<file path="src/rtl/reg_ctx_xfer_if.sv">
// Register-file and stream bundle for the context save/restore engine.
// master = engine side, slave = register file plus stream endpoints.
interface reg_ctx_xfer_if #(
  parameter int DW = 16,
  parameter int AW = 3
);
  logic [AW-1:0] rf_rd_addr;
  logic [DW-1:0] rf_rd_data;
  logic [AW-1:0] rf_wr_sel;
  logic          rf_wr_en;
  logic [DW-1:0] rf_wr_data;
  logic          out_valid;
  logic          out_ready;
  logic [DW-1:0] out_data;
  logic          in_valid;
  logic          in_ready;
  logic [DW-1:0] in_data;

  modport master (
    output rf_rd_addr, input  rf_rd_data,
    output rf_wr_sel,  output rf_wr_en, output rf_wr_data,
    output out_valid,  output out_data, input  out_ready,
    input  in_valid,   input  in_data,  output in_ready
  );

  modport slave (
    input  rf_rd_addr, output rf_rd_data,
    input  rf_wr_sel,  input  rf_wr_en, input  rf_wr_data,
    input  out_valid,  input  out_data, output out_ready,
    output in_valid,   output in_data,  input  in_ready
  );
endinterface

</file>
<file path="src/rtl/reg_ctx_xfer.sv">
// Context save/restore engine: streams the register file out (save) or in (restore).
// Optional CTX_XFER_SKIP_R0_EN: skip hard-zero register 0 in both directions.
module reg_ctx_xfer #(
  parameter int NREGS = 8,
  parameter int DW    = 16,
  parameter int AW    = 3
) (
  input  logic            clk,
  input  logic            rst,
  input  logic            save_req,
  input  logic            restore_req,
  output logic            busy,
  output logic            done,
  reg_ctx_xfer_if.master  bus
);

`ifdef CTX_XFER_SKIP_R0_EN
  localparam logic [AW-1:0] FIRST = AW'(1);
`else
  localparam logic [AW-1:0] FIRST = '0;
`endif
  localparam logic [AW-1:0] LAST = AW'(NREGS - 1);

  typedef enum logic [2:0] {
    IDLE, SAVE_RD, SAVE_OUT, RESTORE, DONE
  } state_t;

  state_t        state_q, state_d;
  logic [AW-1:0] idx_q, idx_d;
  logic [DW-1:0] out_data_q, out_data_d;
  logic          out_valid_q, out_valid_d;

  logic in_save, in_rest;
  assign in_save = (state_q == SAVE_RD) || (state_q == SAVE_OUT);
  assign in_rest = (state_q == RESTORE);

  always_comb begin
    state_d     = state_q;
    idx_d       = idx_q;
    out_data_d  = out_data_q;
    out_valid_d = out_valid_q;
    case (state_q)
      IDLE: begin
        if (save_req)         state_d = SAVE_RD;
        else if (restore_req) state_d = RESTORE;
      end
      SAVE_RD: begin
        out_data_d  = bus.rf_rd_data;
        out_valid_d = 1'b1;
        state_d     = SAVE_OUT;
      end
      SAVE_OUT: begin
        if (bus.out_ready) begin
          out_valid_d = 1'b0;
          if (idx_q == LAST) begin
            state_d = DONE;
          end else begin
            idx_d   = idx_q + AW'(1);
            state_d = SAVE_RD;
          end
        end
      end
      RESTORE: begin
        // The write itself is combinational; only the index advances here.
        if (bus.in_valid) begin
          if (idx_q == LAST) state_d = DONE;
          else               idx_d   = idx_q + AW'(1);
        end
      end
      DONE: begin
        idx_d   = FIRST;
        state_d = IDLE;
      end
      default: begin
        idx_d       = FIRST;
        out_valid_d = 1'b0;
        state_d     = IDLE;
      end
    endcase
  end

  always_ff @(posedge clk or negedge rst) begin
    if (!rst) begin
      state_q     <= IDLE;
      idx_q       <= FIRST;
      out_data_q  <= '0;
      out_valid_q <= 1'b0;
    end else begin
      state_q     <= state_d;
      idx_q       <= idx_d;
      out_data_q  <= out_data_d;
      out_valid_q <= out_valid_d;
    end
  end

  assign busy = (state_q != IDLE);
  assign done = (state_q == DONE);

  assign bus.out_valid  = out_valid_q;
  assign bus.out_data   = out_data_q;
  assign bus.rf_rd_addr = in_save ? idx_q : '0;

  // Restore side is gated by state so nothing reaches the RF outside RESTORE.
  assign bus.in_ready   = in_rest;
  assign bus.rf_wr_en   = in_rest & bus.in_valid;
  assign bus.rf_wr_sel  = in_rest ? idx_q : '0;
  assign bus.rf_wr_data = in_rest ? bus.in_data : '0;

endmodule

</file>
<file path="src/flat_wrapper.sv">
// flat-port wrapper written by rule: the top's interface ports become plain ports
module reg_ctx_xfer_flat 
#(
  parameter int NREGS = 8,
  parameter int DW    = 16,
  parameter int AW    = 3
)
  (clk, rst, save_req, restore_req, busy, done, bus_rf_rd_addr, bus_rf_rd_data, bus_rf_wr_sel, bus_rf_wr_en, bus_rf_wr_data, bus_out_valid, bus_out_data, bus_out_ready, bus_in_valid, bus_in_data, bus_in_ready);
  reg_ctx_xfer_if #(.DW(DW), .AW(AW)) bus_i ();
  input  logic clk;
  input  logic rst;
  input  logic save_req;
  input  logic restore_req;
  output logic busy;
  output logic done;
  output wire logic [$bits(bus_i.rf_rd_addr)-1:0] bus_rf_rd_addr;
  input wire logic [$bits(bus_i.rf_rd_data)-1:0] bus_rf_rd_data;
  output wire logic [$bits(bus_i.rf_wr_sel)-1:0] bus_rf_wr_sel;
  output wire logic [$bits(bus_i.rf_wr_en)-1:0] bus_rf_wr_en;
  output wire logic [$bits(bus_i.rf_wr_data)-1:0] bus_rf_wr_data;
  output wire logic [$bits(bus_i.out_valid)-1:0] bus_out_valid;
  output wire logic [$bits(bus_i.out_data)-1:0] bus_out_data;
  input wire logic [$bits(bus_i.out_ready)-1:0] bus_out_ready;
  input wire logic [$bits(bus_i.in_valid)-1:0] bus_in_valid;
  input wire logic [$bits(bus_i.in_data)-1:0] bus_in_data;
  output wire logic [$bits(bus_i.in_ready)-1:0] bus_in_ready;
  assign bus_rf_rd_addr = bus_i.rf_rd_addr;
  assign bus_i.rf_rd_data = bus_rf_rd_data;
  assign bus_rf_wr_sel = bus_i.rf_wr_sel;
  assign bus_rf_wr_en = bus_i.rf_wr_en;
  assign bus_rf_wr_data = bus_i.rf_wr_data;
  assign bus_out_valid = bus_i.out_valid;
  assign bus_out_data = bus_i.out_data;
  assign bus_i.out_ready = bus_out_ready;
  assign bus_i.in_valid = bus_in_valid;
  assign bus_i.in_data = bus_in_data;
  assign bus_in_ready = bus_i.in_ready;
  reg_ctx_xfer #(.NREGS(NREGS), .DW(DW), .AW(AW)) u_core (.clk(clk), .rst(rst), .save_req(save_req), .restore_req(restore_req), .busy(busy), .done(done), .bus(bus_i));
endmodule
</file>
<file path="config.mk">
export PLATFORM = sky130hd
export DESIGN_NAME = reg_ctx_xfer_flat
export DESIGN_NICKNAME = d
export VERILOG_FILES = /design/src/rtl/reg_ctx_xfer_if.sv /design/src/rtl/reg_ctx_xfer.sv /design/src/flat_wrapper.sv
export SDC_FILE = /design/constraint.sdc
export NUM_CORES = 1
export LEC_CHECK = 0
export BUFFER_PORTS_ARGS = -buffer_cell sky130_fd_sc_hd__buf_2
export CAP_MARGIN = 25
export CELL_PAD_IN_SITES_DETAIL_PLACEMENT = 1
export CELL_PAD_IN_SITES_GLOBAL_PLACEMENT = 1
export CORE_ASPECT_RATIO = 1.1
export CORE_MARGIN = 2
export CORE_UTILIZATION = 27
export CTS_CLUSTER_DIAMETER = 30
export DETAILED_ROUTE_END_ITERATION = 16
export GPL_ROUTABILITY_DRIVEN = 0
export PLACE_DENSITY_LB_ADDON = 0.25
export RECOVER_POWER = 50
export SYNTH_ARGS = -nofsm -noshare
export SYNTH_HDL_FRONTEND = slang
export SYNTH_SLANG_ARGS = --single-unit
</file>
<file path="constraint.sdc">
create_clock -name clk -period 1.7 [get_ports clk]
set_clock_uncertainty 0.2 [all_clocks]
set_input_delay 0.085 -clock clk [delete_from_list [all_inputs] [get_ports clk]]
set_output_delay 0.085 -clock clk [all_outputs]
set_load 0.01 [all_outputs]
</file>
# ---- Word-level counts from Yosys, hierarchy flattened
# Index checks and enable logic that the tools add are counted.
dict set report word_totals {
  register_bits 23
  in_bits 38
  output_inout_bits 43
  wordCells 41
}
dict set report op_classes {
  n_addsub 1
  n_eq_ne 9
  mux 16
  bitwise_logic 3
  n_reduce_logical 8
}
# cell n
set ops {}
lappend ops {{3-bit two-way mux} 11}
lappend ops {{16-bit two-way mux} 1}
lappend ops {{3-bit one-hot mux with 4 select lines} 1}
lappend ops {{3-bit one-hot mux with 3 select lines} 1}
lappend ops {{3-bit by 2-bit == test with 1-bit output, second input constant} 2}
lappend ops {{3-bit == test, second input constant} 2}
lappend ops {{2-bit != test, second input constant} 3}
lappend ops {{4-bit AND reduction} 1}
lappend ops {{3-bit by 1-bit adder with 3-bit output, second input constant} 1}
lappend ops {{3-bit by 1-bit == test with 1-bit output, second input constant} 1}
lappend ops {{3-bit logical NOT} 1}
lappend ops {{3-bit != test, second input constant} 1}
lappend ops {{1-bit one-hot mux with 3 select lines} 1}
lappend ops {{3-bit AND reduction} 1}
lappend ops {{3-bit nonzero test} 1}
lappend ops {{3-bit OR reduction} 1}
lappend ops {{1-bit inverter} 2}
lappend ops {{2-bit AND reduction} 1}
lappend ops {{2-bit OR reduction} 1}
lappend ops {{1-bit bitwise AND} 1}
lappend ops {{1-bit logical OR} 1}
lappend ops {{1-bit two-way mux} 1}

# ---- Depth between registers and ports, before layout
dict set report logic_depth {
  depth_word 4
  mapped_depth 5
  mapped_depth_nobuf 5
}

# ---- Worst setup path after synthesis
# Ideal clock, no wire load.
dict set report synth_timing {
  path_type {register -> register}
  from {register u_core.idx_q[0]}
  to {register u_core.idx_q[0]}
  arrival_time_ns 1.401
  required_time_ns 1.375
  slack_ns -0.027
  stages_incl_launch_ff 5
  n_path_buf 0
  period_less_slack_ns 1.727
  path_cell_list {dfrtp_1 -> ha_1 -> ha_1 -> nor3b_4 -> mux2_4}
}
dict set report synth_via {
  elab_chain_cells 4
}
# item line_no
set synth_lines {}
lappend synth_lines {{start, declared} reg_ctx_xfer.sv:29} ;# logic [AW-1:0] idx_q, idx_d;
lappend synth_lines {{start signal, assigned} reg_ctx_xfer.sv:90} ;# idx_q <= idx_d;
lappend synth_lines {{3-bit by 1-bit adder with 3-bit output / 3-bit == test (equally long branches)} n/a}
lappend synth_lines {{3-bit two-way mux (*)} {reg_ctx_xfer.sv:55, reg_ctx_xfer.sv:66}}
lappend synth_lines {{3-bit two-way mux, on equally long branches} {reg_ctx_xfer.sv:65, reg_ctx_xfer.sv:53}}
lappend synth_lines {{3-bit one-hot mux with 3 select lines (*)} reg_ctx_xfer.sv:42} ;# case (state_q)
# Every way passes the cells marked *; elsewhere a longest branch is shown, timed or not. The select of a mux whose other input is x is not followed.
# A chain may end at the register's enable or synchronous reset.

# ---- Final worst setup path
dict set report layout_timing {
  from {register u_core.state_q[1]}
  to {register u_core.out_data_q[15] (netlist: u_core.bus.out_data[15])}
}
dict set report layout_via {
  elab_chain_cells 1
}
# item line_no
set layout_lines {}
lappend layout_lines {{start, declared} reg_ctx_xfer.sv:28} ;# state_t state_q, state_d;
lappend layout_lines {{start signal, assigned} reg_ctx_xfer.sv:89} ;# state_q <= state_d;
lappend layout_lines {{3-bit by 1-bit == test with 1-bit output} reg_ctx_xfer.sv:42}
lappend layout_lines {{end signal, assigned} reg_ctx_xfer.sv:91} ;# out_data_q <= out_data_d;
lappend layout_lines {{end, declared} reg_ctx_xfer.sv:30} ;# logic [DW-1:0] out_data_q, out_data_d;
# Every way passes these cells.

==> metrics.yaml <==
logic_synthesis:
  synth_most_common_cell: "and2_1"
  synth_area_leaders: "dfrtp_1, mux2_2, and2_1, nand2b_1, nor3b_4"
  synth-seq-cells: 23
  postSynthCellCount: 102
  ys_types: 27
  yosys-top-cells-count: "and2_1, dfrtp_1, mux2_2"
  netlist.area_leader.share: 0.4699
  avgSynthCellArea_um2: 12.01
  synth-warning-count: 0
  synth_top_cell_by_area: "dfrtp_1"
  seq_area_frac_synth: 0.4699
  netlist_area_um2: 1225
  ys.flop_type: "dfrtp_1"
  ys_async_sr_fraction: 1.000
  synth_edf_count: 0
  syn_nets: 142
status:
  status: "finished clean"
worst_setup_path:
  cp_slowest_cell: "dfrtp_2"
  startpoint_type: "register"
  max_stage_delay_ps: 470
  path_max_fanout: 7
  r2r_cells: 4
  critical_path_class: "reg2reg"
  crit_chain: "buf_6 -> nor3b_4 -> buf_4 -> mux2_2"
  end_kind: "register"
  arrival_ps: 1610
  required_ps: 1650
detailed_routing:
  routed_wl_um: 3713
  drtIter0Drc: 51
  wl_per_cell_um: 13.91
  drc: 0
  via_per_inst: 4.487
  vias: 1198
  dr.pass1.iters: 4
  antenna_left: 0
floorplanning:
  die-area_um2: 5092
  ios: 81
  fp.dieH_um: 74.64
  die_x_um: 68.22
  initial_core_util: 0.2838
  core_um2: 4317
  rows: 25
place:
  dp.cells: 237
  io_buffers: 80
  dp_hpwl_um: 2667
  preCtsSetupSlack_ps: 45.99
  post_dp_cell_area_um2: 1698
pwr:
  power_density_nw_per_um2: 1700
  p_leak_uw: 0.001021
  ir_worst_vdd_mv: 0.6737
cts:
  clkSinkCount: 23
  cts_tree: "yes"
  clock_latency_ps: 260
  cts.htree.levels: 1
  root_buffer: "clkbuf_8"
  numCtsBuffers: 3
  clock_path_buffers: 2
  clk_pin_slew_ps: 80
global_routing:
  grt_start_max_net_pins: 24
  grt_pass1_vias: 1236
  antenna_found_initial: 0
  grt-ovfl-total: 0
  grt_util_met2: 0.2794
  use_met3: 0.02093
  met1_usage: 0.1760
  grt-busiest-layer: "met2"
  grt_usage: 0.1472
  grt_pass1_wl_um: 5699
sta:
  min_period_ps: 1664
  report.final.hold_viol_count: 0
  setup_violations: 0
  worst_pin_slew_ps: 580.4
  max-slew-margin-rel: 0.6131
  hold_slack_ps: 48.74
  rsz0062_at_grt: "yes"
  finalMaxSlewViolations: 0
  clock.fmax_mhz: 601.0
  fin_setup_tns_ps: 0
  finalCritPeriodShare: 0.9787
  setup_slack_ps: 36.24
job:
  maxCapViolCount: 0
final_layout:
  fillers: 515
  fin_area_um2: 2052
  drive_gt1_frac: 0.5681
  multi_input_area_um2: 644.4
  regArea_um2: 578.1
  finalNetCount: 254
  diodes: 0
  area_growth_syn_to_layout_pct: 67.52
  final_cells: 267
worst_hold_path:
  hp-class: "in2reg"
  whs_path_depth: 4
-- state kept, by name, summed over array words and instances (netlist names) --
| name | count |
|---|---|
| u_core.bus.out_valid | 1 |
| u_core.idx_q | 3 |
| u_core.bus.out_data | 16 |
| u_core.state_q | 3 |
-- layer usage --
metal  vias to the layer above  part of all wire
li1                        571                 -
met1                       578              0.41
met2                        47              0.53
met3                         2             0.064
met4                         0            0.0043
met5                         -                 0
-- worst max-delay path: cells and delay by family, from the launching register on --
| kind | cells | cell delay [ps] |
|---|---|---|
| flip-flops | 1 | 470 |
| buffers and inverters | 2 | 340 |
| AND/OR/NAND/NOR | 1 | 200 |
| multiplexers | 1 | 350 |
-- layout by cell type, fill, tap and decap left out, types with 2 or more instances in the layout --
cell	instances
and2_1	21
o21ai_0	2
dfrtp_2	2
clkbuf_8	3
and2_4	3
nand2b_1	6
nor3b_4	2
and3b_2	3
buf_4	6
buf_6	9
buf_2	68
clkbuf_1	8
dlygate4sd3_1	19
mux2i_1	3
dfrtp_1	21
nor2_1	2
nand2_1	2
mux2_2	16
-- where the power goes --
part	internal [uW]	total, uW	switching [uW]
combinational	1170	2130	960
clock	163	331	168
sequential	829	1030	196
-- stage by stage --
step	power [uW]	utilization
after floorplan	2196	-
after global placement	2828	0.3933
after detailed placement	2900	0.3933
after CTS	3380	0.4577
after global routing	3801	0.4754
final	3489	0.4754
-- area by class of cell --
class | count | area share
multi-input combinational | 74 | 0.3140
clock buffer | 3 | 0.02012
clock inverter | 1 | 0.002439
inverter | 1 | 0.001829
sequential | 23 | 0.2817
tap | 54 | 0.03293
timing repair buffer | 111 | 0.3470
-- final timing paths --
check,start,to,slack [ps]
min reg2reg,u_core.bus.out_data[4],u_core.bus.out_data[4],310
min in group asynchronous,rst,u_core.bus.out_data[9],160
max,u_core.state_q[1],u_core.bus.out_data[15],40
min,bus_out_ready,u_core.bus.out_valid,50
max in group asynchronous,rst,u_core.state_q[1],720
max reg2reg,u_core.state_q[1],u_core.bus.out_data[15],40
-- cell families (layout without fill, tap and decap cells) --
family / count (synthesis) / count (layout) / share of synthesized area
adder cells (fa/ha/maj): 2 / 2 / 0.02043
AO/OA/AOI/OAI: 7 / 7 / 0.04087
multiplexers: 20 / 20 / 0.1839
buffers and inverters: 7 / 116 / 0.04391
AND/OR/NAND/NOR: 42 / 44 / 0.2339
XOR/XNOR: 1 / 1 / 0.007151
flip-flops: 23 / 23 / 0.4699
-- timing repair --
action / in CTS / in global routing
cloned: 1 / 2
hold buffers: 19 / 0
endpoints found under the setup margin: 24 / 36
gates resized for setup: 6 / 14
pin swaps: 0 / 4
endpoints found under the hold margin: 40 / 0
buffers inserted: 2 / 2
Power figures use the tool's default switching activity.
